**src/rtl/led_mux_display.sv**
```systemverilog
// rtl/led_mux_display.sv - multiplexed 7-seg driver with shadow latch, PWM brightness, optional blink (LED_BLINK_EN)
`timescale 1ns/1ps
module led_mux_display #(
    parameter int NDIG         = 8,
    parameter int REFRESH_DIV  = 50000,
    parameter int BLANK_CYC    = 2,
    parameter int BLINK_FRAMES = 32
) (
    input  logic              Clk,
    input  logic              Rst,
    input  logic [NDIG*8-1:0] digits,
    input  logic [NDIG-1:0]   dp,
    input  logic [3:0]        brightness,
`ifdef LED_BLINK_EN
    input  logic [NDIG-1:0]   blink_mask,
`endif
    output logic              frame_start,
    output logic [NDIG-1:0]   LEDen,
    output logic              LEDA,
    output logic              LEDB,
    output logic              LEDC,
    output logic              LEDD,
    output logic              LEDE,
    output logic              LEDF,
    output logic              LEDG,
    output logic              LEDDP
);
    localparam int CW = $clog2(REFRESH_DIV);
    localparam int SW = $clog2(NDIG);
    localparam int OW = CW + 5;

    logic [CW-1:0]          ctr_q, ctr_d;
    logic [SW-1:0]          slot_q, slot_d;
    logic                   init_q, init_d;
    logic [NDIG-1:0][7:0]   sh_dig_q, sh_dig_d;
    logic [NDIG-1:0]        sh_dp_q, sh_dp_d;
    logic [3:0]             bri_q, bri_d;
    logic                   fs_q, fs_d;
    logic [NDIG-1:0]        en_q, en_d;
    logic [6:0]             seg_q, seg_d;
    logic                   ldp_q, ldp_d;
    logic                   load, last_ctr, last_slot, eligible;
    logic [OW-1:0]          on_time;

    // Returns lit segments, bit 6 = a ... bit 0 = g.
    function automatic logic [6:0] decode(input logic [7:0] c);
        case (c)
            8'h30:        decode = 7'b1111110;
            8'h31:        decode = 7'b0110000;
            8'h32:        decode = 7'b1101101;
            8'h33:        decode = 7'b1111001;
            8'h34:        decode = 7'b0110011;
            8'h35:        decode = 7'b1011011;
            8'h36:        decode = 7'b1011111;
            8'h37:        decode = 7'b1110000;
            8'h38:        decode = 7'b1111111;
            8'h39:        decode = 7'b1111011;
            8'h41, 8'h61: decode = 7'b1110111;
            8'h42, 8'h62: decode = 7'b0011111;
            8'h43, 8'h63: decode = 7'b1001110;
            8'h44, 8'h64: decode = 7'b0111101;
            8'h45, 8'h65: decode = 7'b1001111;
            8'h46, 8'h66: decode = 7'b1000111;
            8'h2D:        decode = 7'b0000001;
            default:      decode = 7'b0000000;
        endcase
    endfunction

`ifdef LED_BLINK_EN
    localparam int FW = $clog2(BLINK_FRAMES + 1);
    logic [NDIG-1:0] sh_blink_q, sh_blink_d;
    logic [FW-1:0]   fcnt_q, fcnt_d;
    logic            phase_q, phase_d;

    // The load right after reset opens frame 0 and is not counted, so each phase spans BLINK_FRAMES frames.
    always_comb begin
        sh_blink_d = sh_blink_q;
        fcnt_d     = fcnt_q;
        phase_d    = phase_q;
        if (load) begin
            sh_blink_d = blink_mask;
            if (!init_q) begin
                if (fcnt_q == FW'(BLINK_FRAMES - 1)) begin
                    fcnt_d  = '0;
                    phase_d = ~phase_q;
                end else begin
                    fcnt_d = fcnt_q + 1'b1;
                end
            end
        end
        eligible = ~(phase_q & sh_blink_q[slot_q]);
    end

    always_ff @(posedge Clk) begin
        if (Rst) begin
            sh_blink_q <= '0;
            fcnt_q     <= '0;
            phase_q    <= 1'b0;
        end else begin
            sh_blink_q <= sh_blink_d;
            fcnt_q     <= fcnt_d;
            phase_q    <= phase_d;
        end
    end
`else
    assign eligible = 1'b1;
`endif

    always_comb begin
        last_ctr  = (ctr_q == CW'(REFRESH_DIV - 1));
        last_slot = (slot_q == SW'(NDIG - 1));
        load      = init_q | (last_ctr & last_slot);
        ctr_d     = last_ctr ? '0 : ctr_q + 1'b1;
        slot_d    = slot_q;
        if (last_ctr) slot_d = last_slot ? '0 : slot_q + 1'b1;
        init_d    = 1'b0;
        bri_d     = (ctr_q == '0) ? brightness : bri_q;
        sh_dig_d  = load ? digits : sh_dig_q;
        sh_dp_d   = load ? dp : sh_dp_q;
        fs_d      = load;
        seg_d     = ~decode(sh_dig_q[slot_q]);
        ldp_d     = ~sh_dp_q[slot_q];
        on_time   = ((OW'(bri_q) + OW'(1)) * OW'(REFRESH_DIV)) >> 4;
        en_d      = '1;
        if (eligible && (OW'(ctr_q) >= OW'(BLANK_CYC)) && (OW'(ctr_q) < on_time))
            en_d[slot_q] = 1'b0;
    end

    always_ff @(posedge Clk) begin
        if (Rst) begin
            ctr_q    <= '0;
            slot_q   <= '0;
            init_q   <= 1'b1;
            sh_dig_q <= {NDIG{8'h20}};
            sh_dp_q  <= '0;
            bri_q    <= '0;
            fs_q     <= 1'b0;
            en_q     <= '1;
            seg_q    <= '1;
            ldp_q    <= 1'b1;
        end else begin
            ctr_q    <= ctr_d;
            slot_q   <= slot_d;
            init_q   <= init_d;
            sh_dig_q <= sh_dig_d;
            sh_dp_q  <= sh_dp_d;
            bri_q    <= bri_d;
            fs_q     <= fs_d;
            en_q     <= en_d;
            seg_q    <= seg_d;
            ldp_q    <= ldp_d;
        end
    end

    assign frame_start = fs_q;
    assign LEDen       = en_q;
    assign {LEDA, LEDB, LEDC, LEDD, LEDE, LEDF, LEDG} = seg_q;
    assign LEDDP       = ldp_q;
endmodule
```
**config.mk**
```make
export PLATFORM = sky130hd
export DESIGN_NAME = led_mux_display
export DESIGN_NICKNAME = d
export VERILOG_FILES = /design/src/rtl/led_mux_display.sv
export SDC_FILE = /design/constraint.sdc
export NUM_CORES = 1
export LEC_CHECK = 0
export ABC_CLOCK_PERIOD_IN_PS = 6790
export BUFFER_PORTS_ARGS = -buffer_cell sky130_fd_sc_hd__buf_2
export CAP_MARGIN = 10
export CORE_MARGIN = 5
export CORE_UTILIZATION = 30
export DETAILED_ROUTE_END_ITERATION = 8
export PLACE_DENSITY = 0.5
export SYNTH_ARGS = -nofsm -noshare
export SYNTH_HDL_FRONTEND = slang
export SYNTH_SLANG_ARGS = --single-unit
export TNS_END_PERCENT = 5
```
**constraint.sdc**
```tcl
create_clock -name Clk -period 6.79 [get_ports Clk]
set_clock_uncertainty 0.1 [all_clocks]
set_input_delay 0 -clock Clk [delete_from_list [all_inputs] [get_ports Clk]]
set_output_delay 0 -clock Clk [all_outputs]
set_load 0.01 [all_outputs]
```
Word level (Yosys, flattened, before mapping)

Index checks and enable logic that the tools add are counted.

Register bits: 113
Logic and storage cells: 76
Input port bits: 78

Muxes and demuxes: 9
Add/subtract/negate cells: 3
Equal/unequal tests: 25
Bitwise operators: 6
Multiply operators: 1
Magnitude comparators: 4
Reduce and logical (&&, ||, !) cells: 11

Operator list:

| kind                                                                         | count |
|---|---|
| 7-bit one-hot mux with 17 select lines                                       | 1 |
| 8-bit by 7-bit == test with 1-bit output, second input constant              | 12 |
| 8-bit by 6-bit == test with 1-bit output, second input constant              | 11 |
| 8-bit binary-select mux with 3-bit select                                    | 1 |
| 16-bit by 17-bit less-than comparator with 1-bit output                      | 1 |
| 5-bit by 12-bit multiplier with 17-bit output, second input constant         | 1 |
| 16-bit by 1-bit adder with 16-bit output, second input constant              | 1 |
| 16-bit == test, second input constant                                        | 1 |
| 16-bit by 2-bit >= comparator with 1-bit output, second input constant       | 1 |
| 16-bit logical NOT                                                           | 1 |
| 2-bit OR reduction                                                           | 8 |
| 8-bit 2-to-1 mux                                                             | 1 |
| 8-bit NOT                                                                    | 1 |
| 7-bit NOT                                                                    | 1 |
| 4-bit by 1-bit adder with 5-bit output, second input constant                | 1 |
| 3-bit by 4-bit less-than comparator with 1-bit output, second input constant | 1 |
| 3-bit by 1-bit adder with 3-bit output, second input constant                | 1 |
| 1-bit binary-select mux with 3-bit select                                    | 1 |
| 1-bit demux with 3-bit select                                                | 1 |
| 3-bit == test, second input constant                                         | 1 |
| 3-bit by 1-bit >= comparator with 1-bit output, second input constant        | 1 |
| 1-bit 2-to-1 mux                                                             | 3 |
| 3-bit 2-to-1 mux                                                             | 1 |
| 1-bit logical AND                                                            | 2 |
| 3 further kinds                                                              | 4 |

Logic depth before layout (Yosys ltp)

Gate-level depths: netlist (run 1).

Depth after elaboration: 6
Gate-level depth with buffers: 22
Depth with buffers taken out: 22

Worst setup path before layout (run 1)

OpenSTA, ideal clock, no wires.

Kind: flip-flop to flip-flop
From: reg bri_q[0]
To: reg en_q[2], in the netlist LEDen[2]
Path slack: 2088 ps
Buffers on the path: 0
Stages on the path, launching flop included: 22
Arrival time: 4457 ps
Path through: dfxtp_1 > ha_1 > xor2_1 > ha_1 > xnor2_1 > ha_1 > ha_1 > ha_1 > a21o_1 > a21oi_1 > o21ai_0 > a21oi_1 > o21bai_1 > a21oi_1 > xor2_1 > ha_1 > a21o_1 > a211oi_1 > nand2_1 > o21ai_0 > a21o_1 > o2111ai_1

Cells in the longest elaborated chain, start to end: 6

Ends and longest elaborated chain:

| what                                                    | line | text |
|---|---|---|
| from (decl)                                             | 37   | `logic [3:0] bri_q, bri_d;` |
| from (signal assigned)                                  | 147  | `bri_q <= bri_d;` |
| 4-bit by 1-bit adder with 5-bit output                  | 123  | `on_time = ((OW'(bri_q) + OW'(1)) * OW'(REFRESH_DIV)) >> 4;` |
| 5-bit by 12-bit multiplier with 17-bit output           | 123  |  |
| 16-bit by 17-bit less-than comparator with 1-bit output | 125  | `if (eligible && (OW'(ctr_q) >= OW'(BLANK_CYC)) && (OW'(ctr_q) < on_time))` |
| 1-bit logical AND                                       | 125  |  |
| 1-bit NOT (no source line)                              | -    |  |
| 2-bit OR reduction (no source line)                     | -    |  |
| to (signal assigned)                                    | 149  | `en_q <= en_d;` |
| to (decl)                                               | 39   | `logic [NDIG-1:0] en_q, en_d;` |

Every way passes these cells.
A chain may end at the register's enable or synchronous reset.

Worst setup path after layout (run 1)

From: reg bri_q[0]
To: reg en_q[5], in the netlist LEDen[5]

The elaborated chain is that of the path after synthesis.

==> impl_metrics.toml, run 1 <==
[cts]
cts-buffers-inserted = 17
clk_latency_ns = 0.42
cts-htree-levels = 4
numClockSinks = 113
cts_tree = "done"
cts.path.max_buffers = 2
cts_root_buf = "clkbuf_16"
clk_pin_slew_worst_paths_ns = 0.06

[synth]
synth_xor_area_frac = 0.0363
postSynthCellCount = 750
synth_ff_type = "dfxtp_1"
ys_seq_area_frac = 0.361
yosys.area_share.simple = 0.208
yosysWarnings = 0
yosys-top-cells-count = "181 x nand2_1, 113 x dfxtp_1, 86 x a21oi_1"
synth_edf_count = 0
synth-compound-area-share = 0.164
syn_nets = 881
postSynthAreaPerCell_um2 = 8.36
synth_seq_cells = 113
yosysTopAreaCellShare = 0.361
synthesis.area_um2 = 6270
synth_top_family_by_area = "simple AND/OR/NAND/NOR gates"
synth.top_cells.by_area = "dfxtp_1 36%, nand2_1 11%, ha_1 10%, a21oi_1 6.9%, mux4_2 4.7%"
synth_mux_area_frac = 0.0816
yosysMostFrequentCell = "nand2_1"
synthAdderAreaFrac = 0.107
synth_area_leader_cell = "dfxtp_1"
synthDistinctLibCells = 67
async_flop_share = 0

[min_path]
holdPathEnd = "init_q"
min_from = "Rst"
min_path_cells = 2
min_path_type = "in -> reg"

[global_routing]
grt_usage = 0.147
grt_pass1_wl_um = 28500
antenna_found_initial = 0
gr-total-overflow = 0
grt_pass1_vias = 5533
grt_max_degree = 88

[worst_setup_path]
crit_fanout = 8
worst_ep_arrival_time_ns = 5.41
r2r-start = "bri_q[0]"
r2r_slack_ns = 1.55
crit_type = "reg -> reg"
reg2reg_depth = 21
r2r_end = "LEDen[5]"
required_ns = 6.96
cp-start-kind = "flop"
endpoint_kind = "flop"

[floorplan]
start_util = 0.307
rows = 52
die_area_um2 = 23900
die_x_um = 155
die_height_um = 155
ioPinCount = 95
core_um2 = 20400

[pwr]
power_density_nw_per_um2 = 226
ir_worst_vdd_uv = 200
leakage_nw = 3.49

[route]
wl_per_cell_um = 14.6
dr.pass1.iters = 5
final_antenna_net_count = 0
via_per_inst = 4.82
wirelength_um = 17400
drc = 0
drt_iter0_markers = 284
vias = 5740

[status]
status = "completed"

[sta]
finalHoldViolCount = 0
fmax_mhz = 191
drv_slew = 0
tightest_slew_ns = 0.966
rsz0062_at_grt = "false"
fin_crit_sh = 0.772
timing.hold.ws_ns = 0.179
slew_headroom = 0.356
fin_tns_setup_ns = 0
setup_viol = 0
min_period_ns = 5.24

[final_layout]
num_antenna_cells = 0
areaGrowthSynthToFinish_pct = 32.5
nets = 1039
drive_gt1_frac = 0.175
fillers = 2102

[placed_design]
io_buffers = 94
dpl.hpwl_um = 12100
globalplace.congestion = 0.812

[flow_run]
cap_violations = 0
[stage by stage]
stage	power [mW]	instance area, um2	utilization	setup slack [ns]	std cells
4_1_cts	1.90	8300	0.406	1.50	1191
2_1_floorplan	0.914	6270	-	2.09	750
6_report	1.88	8300	0.406	1.55	1191
3_5_place_dp	0.998	6970	0.341	1.51	1083
5_1_grt	1.97	8300	0.406	1.04	1191
3_3_place_gp	0.996	6970	0.341	1.68	1083
[flip-flops by register name, indices dropped and copies added (netlist names)]
signal,cells
ctr_q,16
frame_start,1
init_q,1
seg_q,7
sh_dp_q,8
LEDen,8
slot_q,3
sh_dig_q,64
LEDDP,1
bri_q,4
[area by class of cell]
cell class	count	area (um2)	area share
Clock inverter	15	146	0.0176
Tap cell	270	338	0.0407
Sequential cell	113	2260	0.272
Multi-Input combinational cell	574	3750	0.452
Timing Repair Buffer	177	1280	0.155
Inverter	25	93.8	0.0113
Clock buffer	17	425	0.0512
[repair_timing]
action	CTS	global route
hold endpoints to repair	76	0
hold buffers	76	0
gates resized for setup	0	0
setup buffers	0	0
[placed cells by master, fill, tap and decap left out, types with 3 or more instances in the layout]
| cell | n |
|---|---|
| nand2b_1 | 3 |
| o2111ai_1 | 5 |
| ha_1 | 52 |
| inv_1 | 24 |
| nand3_1 | 12 |
| nor2b_1 | 4 |
| xnor2_1 | 15 |
| mux2i_1 | 14 |
| a21oi_1 | 85 |
| mux4_2 | 13 |
| a21o_1 | 7 |
| buf_4 | 7 |
| mux2_2 | 4 |
| nand3b_1 | 9 |
| buf_2 | 94 |
| o21ai_1 | 7 |
| a211oi_1 | 4 |
| xor2_1 | 11 |
| and3_1 | 13 |
| clkinv_4 | 3 |
| clkbuf_16 | 17 |
| nor4_1 | 8 |
| inv_6 | 7 |
| o21a_1 | 4 |
| nand2_1 | 181 |
| dlygate4sd3_1 | 76 |
| dfxtp_1 | 113 |
| and3b_1 | 3 |
| nor3_1 | 15 |
| nor2_1 | 35 |
| o211ai_1 | 5 |
| o21ai_0 | 20 |
[critical path, cell delays in order (launching register included)]
cell,delay (ns)
dfxtp_1,0.53
ha_1,0.24
xor2_1,0.38
ha_1,0.28
xnor2_1,0.16
ha_1,0.27
ha_1,0.27
ha_1,0.34
a21o_1,0.19
a21oi_1,0.20
o21ai_0,0.11
a21oi_1,0.25
o21bai_1,0.10
a21oi_1,0.18
xor2_1,0.17
ha_1,0.25
a21o_1,0.16
a211oi_1,0.29
nand2_1,0.08
o21ai_0,0.16
a21o_1,0.26
o21ai_0,0.13
[layer usage]
layer / wire (um) / vias up / GRT usage
li1: - / 2953 / -
met1: 8500 / 2663 / 0.202
met2: 8110 / 113 / 0.236
met3: 663 / 11 / 0.0310
met4: 114 / 0 / 0.0391
met5: 0 / - / 0
[worst max path at each step]
stage                         from  endpoint  slack, ns  cells past startpoint
after floorplan           bri_q[0]  LEDen[2]       2.09                     21
after global placement    bri_q[0]  LEDen[4]       1.68                     21
after detailed placement  bri_q[0]  LEDen[5]       1.51                     21
after CTS                 bri_q[0]  LEDen[5]       1.50                     21
after global routing      bri_q[0]  LEDen[0]       1.04                     21
final                     bri_q[0]  LEDen[5]       1.55                     21
[logic make-up after synthesis]
logic type	after synthesis
AOI/OAI and AO/OA	166
xor gates and xnor gates	26
adders and majority gates	53
buffers and inverters	63
DFF	113
muxes	33
and+or+nand+nor	296
[power by group]
| group | total (mW) | internal (mW) | switching [mW] |
|---|---|---|---|
| logic | 0.304 | 0.144 | 0.160 |
| clock network | 0.862 | 0.513 | 0.349 |
| registers | 0.713 | 0.694 | 0.0193 |
Power figures use the tool's default switching activity.
==> inputs of run 2 (changes only) <==
--- a/config.mk
+++ b/config.mk
@@ -5,13 +5,13 @@
 export SDC_FILE = /design/constraint.sdc
 export NUM_CORES = 1
 export LEC_CHECK = 0
-export ABC_CLOCK_PERIOD_IN_PS = 6790
+export ABC_CLOCK_PERIOD_IN_PS = 4450
 export BUFFER_PORTS_ARGS = -buffer_cell sky130_fd_sc_hd__buf_2
 export CAP_MARGIN = 10
 export CORE_MARGIN = 5
 export CORE_UTILIZATION = 30
 export DETAILED_ROUTE_END_ITERATION = 8
-export PLACE_DENSITY = 0.5
+export PLACE_DENSITY = 0.52
 export SYNTH_ARGS = -nofsm -noshare
 export SYNTH_HDL_FRONTEND = slang
 export SYNTH_SLANG_ARGS = --single-unit
==> constraint.sdc (replaced) <==
create_clock -name Clk -period 4.45 [get_ports Clk]
set_clock_uncertainty 0.1 [all_clocks]
set_input_delay 0 -clock Clk [delete_from_list [all_inputs] [get_ports Clk]]
set_output_delay 0 -clock Clk [all_outputs]
set_load 0.01 [all_outputs]
==> run 2 against run 1 <==
- die area stayed put
- setup slack worse by 1.3 ns
- worst hold slack worse by 0.092 ns
- final cell count is 1.3% higher
- critical path type unchanged
- sequential share of layout area is 0.93 points lower
- wire length is 1.5% higher
- sequential power is 53% higher
- total power is 51% higher
- combinational power is 76% higher
- non-clock buffer count is 17 higher
- critical endpoint is now LEDen[4]
==> impl_metrics.toml, run 2 (synthesized netlist as in run 1, its figures left out) <==
[pwr]
pwr-share-comb = 0.188
leakage_nw = 3.57
power_density_nw_per_um2 = 330
clock_power_share = 0.429
power_switching_uw = 749
power.internal_mw = 2.10
p_seq_frac = 0.383
p_sw_frac = 0.263
ir_worst_vdd_uv = 259

[cts]
clk_pin_slew_worst_paths_ns = 0.05
numClockSinks = 113
cts_tree = "done"
cts-htree-levels = 4
cts-buffers-inserted = 17
cts.path.max_buffers = 2
cts_root_buf = "clkbuf_16"
clk_latency_ns = 0.42

[flow_run]
cap_violations = 0

[worst_setup_path]
r2r_end = "LEDen[4]"
reg2reg_depth = 21
crit_fanout = 8
cp-start-kind = "flop"
required_ns = 4.61
worst_ep_arrival_time_ns = 4.41
crit_start = "bri_q[0]"
r2r-start = "bri_q[0]"
crit_path_end = "LEDen[4]"
crit_type = "reg -> reg"
r2r_slack_ns = 0.21
endpoint_kind = "flop"

[floorplan]
rows = 52
ioPinCount = 95
core_um2 = 20400
die_height_um = 155
start_util = 0.307
die_x_um = 155
die_area_um2 = 23900

[global_routing]
grt_usage = 0.148
grt_pass1_wl_um = 28800
grt_max_degree = 74
gr-total-overflow = 0
top_usage_layer = "met2"
use_met2 = 0.236
antenna_found_initial = 0
grt_pass1_vias = 5722
use_met1 = 0.203
use_met3 = 0.0332

[route]
drc = 0
via_per_inst = 4.78
drt_iter0_markers = 271
vias = 5764
final_antenna_net_count = 0
wirelength_um = 17600
dr.pass1.iters = 4
wl_per_cell_um = 14.6

[final_layout]
regMostFlops = "sh_dig_q"
drive_gt1_frac = 0.213
num_antenna_cells = 0
largest_reg_flops = 64
final_cell_mix = "181 x nand2_1, 110 x dfxtp_1, 94 x buf_2"
fin_util = 0.422
reg_top3 = "sh_dig_q (64), ctr_q (16)"
areaGrowthSynthToFinish_pct = 37.4
final_common_cell = "nand2_1"
nets = 1056

[placed_design]
post-place-ws_ns = -0.128
io_buffers = 94
dpl.hpwl_um = 12500
globalplace.congestion = 0.778

[min_path]
min_path_type = "in -> reg"

[sta]
min_period_ns = 4.24
fin_crit_sh = 0.954
setup_viol = 0
tightest_slew_ns = 0.808
timing.hold.ws_ns = 0.0868
finalHoldViolCount = 0
drv_slew = 0
rsz0062_at_grt = "true"
fmax_mhz = 236
fin_ws_ns = 0.207
slew_headroom = 0.446

[status]
status = "completed"
run 2: cell types whose count changed in the layout (fill, tap and decap cells not counted), sizes merged:
cell    previous run  this run
clkbuf            17        23
inv               33        25
buf              101       118
run 2: critical path, cell delays in order (launching register included):
cell and delay, ns:
dfxtp_2 0.34, ha_4 0.17, and3_4 0.20, ha_4 0.17, xnor2_2 0.14, ha_1 0.34, ha_4 0.29, ha_4 0.19
a21o_1 0.16, a21oi_2 0.15, o21ai_1 0.10, a21oi_2 0.14, o21bai_1 0.09, a21oi_1 0.17, xor2_1 0.17, ha_1 0.25
a21o_1 0.19, a211oi_2 0.20, nand2_1 0.07, o21ai_1 0.13, a21o_2 0.21, o2111ai_1 0.11
run 2: area by class of cell:
class	instances	area [um2]
Clock buffer	23	458
Clock inverter	7	62.6
Fill cell	2079	11800
Inverter	25	93.8
Multi-Input combinational cell	574	3960
Sequential cell	113	2270
Tap cell	270	338
Timing Repair Buffer	194	1430
run 2: repair_timing:
| item | in CTS | in global routing |
|---|---|---|
| gates cloned | 0 | 0 |
| hold buffers | 76 | 0 |
| buffers inserted | 1 | 3 |
| setup endpoints to repair | 8 | 8 |
| pin swaps | 5 | 19 |
| hold endpoints to repair | 76 | 0 |
| resized for setup | 8 | 25 |
run 2: how the worst min path moves through the flow:
stage	startpoint	end	slack, ns	cells after the start
2_1_floorplan	Rst	init_q	-0.07	0
3_3_place_gp	digits[13]	sh_dig_q[13]	0.12	3
3_5_place_dp	digits[45]	sh_dig_q[45]	0.11	3
4_1_cts	Rst	bri_q[0]	0.08	2
5_1_grt	Rst	ctr_q[2]	0.13	2
6_report	Rst	bri_q[0]	0.09	2
run 2: stage by stage:
stage	cells	TNS [ns]	cell area, um2	power (mW)
final	1206	0	8610	2.85
after global routing	1206	-0.326	8610	3.00
after CTS	1203	0	8450	2.83
after detailed placement	1096	-0.889	7120	1.54
after global placement	1096	-0.00661	7120	1.54
after floorplan	750	0	6310	1.40
run 2: power groups by stage:
| stage | Sequential, mW | Combinational [mW] | Clock [mW] |
|---|---|---|---|
| 5_1_grt | 1.10 | 0.607 | 1.30 |
| 6_report | 1.09 | 0.536 | 1.22 |
| 3_3_place_gp | 1.11 | 0.434 | 0 |
| 3_5_place_dp | 1.11 | 0.433 | 0 |
| 4_1_cts | 1.09 | 0.496 | 1.25 |
| 2_1_floorplan | 1.10 | 0.296 | 0 |
run 2: layer usage:
layer	vias to the layer above	part of all wire
li1	2982	-
met1	2660	0.49
met2	107	0.46
met3	15	0.035
met4	0	0.0099
met5	-	0
==> inputs of run 3 (changes only) <==
--- a/config.mk
+++ b/config.mk
@@ -8,10 +8,12 @@
 export ABC_CLOCK_PERIOD_IN_PS = 4450
 export BUFFER_PORTS_ARGS = -buffer_cell sky130_fd_sc_hd__buf_2
 export CAP_MARGIN = 10
+export CELL_PAD_IN_SITES_DETAIL_PLACEMENT = 1
+export CELL_PAD_IN_SITES_GLOBAL_PLACEMENT = 1
 export CORE_MARGIN = 5
 export CORE_UTILIZATION = 30
 export DETAILED_ROUTE_END_ITERATION = 8
-export PLACE_DENSITY = 0.52
+export PLACE_DENSITY = 0.65
 export SYNTH_ARGS = -nofsm -noshare
 export SYNTH_HDL_FRONTEND = slang
 export SYNTH_SLANG_ARGS = --single-unit
==> run 3 against run 2 <==
- the run now ends with negative setup slack left
- clock power hardly changed
- setup slack worse by 0.23 ns
- sequential cell count stayed put
- wire length is 12% higher
- total power is 1.1% higher
- worst hold slack better by 0.15 ns
- sequential share of layout area is 0.38 points lower
- design area is 1.7% higher
- largest power group unchanged
- core utilization is 0.70 points higher
- via count is 3.0% higher
- largest cell class unchanged
==> impl_metrics.toml, run 3 (synthesized netlist as in run 1, its figures left out) <==
[worst_setup_path]
r2r_slack_ns = -0.03
endpoint_kind = "flop"
worst_ep_arrival_time_ns = 4.70
reg2reg_depth = 23
crit_start = "bri_q[0]"
r2r-start = "bri_q[0]"
required_ns = 4.68
crit_fanout = 8
r2r_end = "LEDen[3]"
crit_type = "reg -> reg"
crit_path_end = "LEDen[3]"
cp-start-kind = "flop"

[floorplan]
rows = 52
die_area_um2 = 23900
die_height_um = 155
core_um2 = 20400
ioPinCount = 95
die_x_um = 155
start_util = 0.307

[route]
dr.pass1.iters = 4
final_antenna_net_count = 0
wirelength_um = 19700
wl_per_cell_um = 16.1
drt_iter0_markers = 276
vias = 5939
via_per_inst = 4.85
drc = 0

[global_routing]
antenna_found_initial = 0
grt_pass1_vias = 6188
gr-total-overflow = 0
grt_pass1_wl_um = 31700
grt_usage = 0.164
grt_max_degree = 75

[final_layout]
num_antenna_cells = 0
final_cells = 1224
drive_gt1_frac = 0.221
nets = 1073
areaGrowthSynthToFinish_pct = 39.7
final_cell_mix = "181 x nand2_1, 110 x dfxtp_1, 94 x buf_2"
multi_input_area_um2 = 3930
final_common_cell = "nand2_1"
fin_util = 0.429
largest_reg_flops = 64
regMostFlops = "sh_dig_q"
final-seq-area_um2 = 2270
fillers = 2424
reg_top3 = "sh_dig_q (64), ctr_q (16)"

[pwr]
ir_worst_vdd_uv = 269
power_density_nw_per_um2 = 329
finalPower_mw = 2.88
leakage_nw = 3.65

[cts]
cts_tree = "done"
clk_pin_slew_worst_paths_ns = 0.06
clk_latency_ns = 0.42
cts.path.max_buffers = 2
cts-buffers-inserted = 17
numClockSinks = 113
cts_root_buf = "clkbuf_16"
cts-htree-levels = 4

[sta]
rsz0062_at_grt = "true"
setup_viol = 1
min_period_ns = 4.48
fin_crit_sh = 1.01
fmax_mhz = 223
drv_slew = 0
slew_headroom = 0.378
tightest_slew_ns = 0.932
finalHoldViolCount = 0
fin_ws_ns = -0.0256

[placed_design]
globalplace.congestion = 0.812
io_buffers = 94
post-place-ws_ns = -0.153
dpl.hpwl_um = 13400
dp.cells = 1100

[status]
status = "finished with violations"
violations = "negative setup slack"

[min_path]
min_path_type = "in -> reg"

[flow_run]
cap_violations = 0
-- run 3: power by group --
part / internal (mW) / switching, mW
logic: 0.276 / 0.278
clock network: 0.716 / 0.517
registers: 1.06 / 0.0307
-- run 3: how the worst min path moves through the flow --
stage / end / cells after the start / start
after floorplan: init_q / 0 / Rst
after global placement: sh_dig_q[29] / 3 / digits[29]
after detailed placement: sh_dig_q[29] / 3 / digits[29]
after CTS: sh_dig_q[29] / 4 / digits[29]
after global routing: sh_dig_q[45] / 4 / digits[45]
final: sh_dig_q[61] / 4 / digits[61]
-- run 3: critical path, stage by stage (launching register included) --
cell and delay [ns]:
dfxtp_4 0.36, buf_6 0.12, nand3_4 0.09, xnor2_4 0.16, buf_6 0.13, buf_4 0.13
ha_1 0.33, xor2_1 0.17, ha_1 0.29, ha_1 0.30, inv_1 0.07, o21ai_1 0.16
a21oi_2 0.08, buf_4 0.13, buf_4 0.12, o21ai_1 0.22, a32oi_1 0.17, xor2_1 0.18
ha_1 0.28, nand3_1 0.07, a211oi_2 0.19, o21ai_1 0.09, a21o_2 0.26, o21ai_0 0.19
-- run 3: cell type report --
| class | count | area share |
|---|---|---|
| Tap cell | 270 | 0.0386 |
| Multi-Input combinational cell | 574 | 0.449 |
| Sequential cell | 113 | 0.259 |
| Inverter | 25 | 0.0107 |
| Clock buffer | 18 | 0.0490 |
| Clock inverter | 13 | 0.0123 |
| Timing Repair Buffer | 211 | 0.181 |
-- run 3: what timing repair did --
item,4_1_cts,5_1_grt
cloned,0,0
pin swaps,7,20
hold endpoints to repair,81,0
setup endpoints to repair,8,8
hold buffers,84,0
resized for setup,8,25
setup buffers,1,8
-- run 3: per-stage QoR --
| step | TNS [ns] | hold slack (ns) | cell area, um2 |
|---|---|---|---|
| finish | -0.0256 | 0.233 | 8760 |
| global route | -1.87 | 0.257 | 8760 |
| CTS | 0 | 0.201 | 8570 |
| detailed placement | -1.11 | 0.118 | 7150 |
| global placement | -0.0580 | 0.117 | 7150 |
| floorplan | 0 | -0.0723 | 6310 |
-- run 3: metal layers --
metal | part of all wire | GRT usage | up-vias
li1 | - | - | 3010
met3 | 0.030 | 0.0344 | 17
met4 | 0.010 | 0.0395 | 0
met5 | 0 | 0 | -
met2 | 0.48 | 0.270 | 83
met1 | 0.47 | 0.221 | 2829
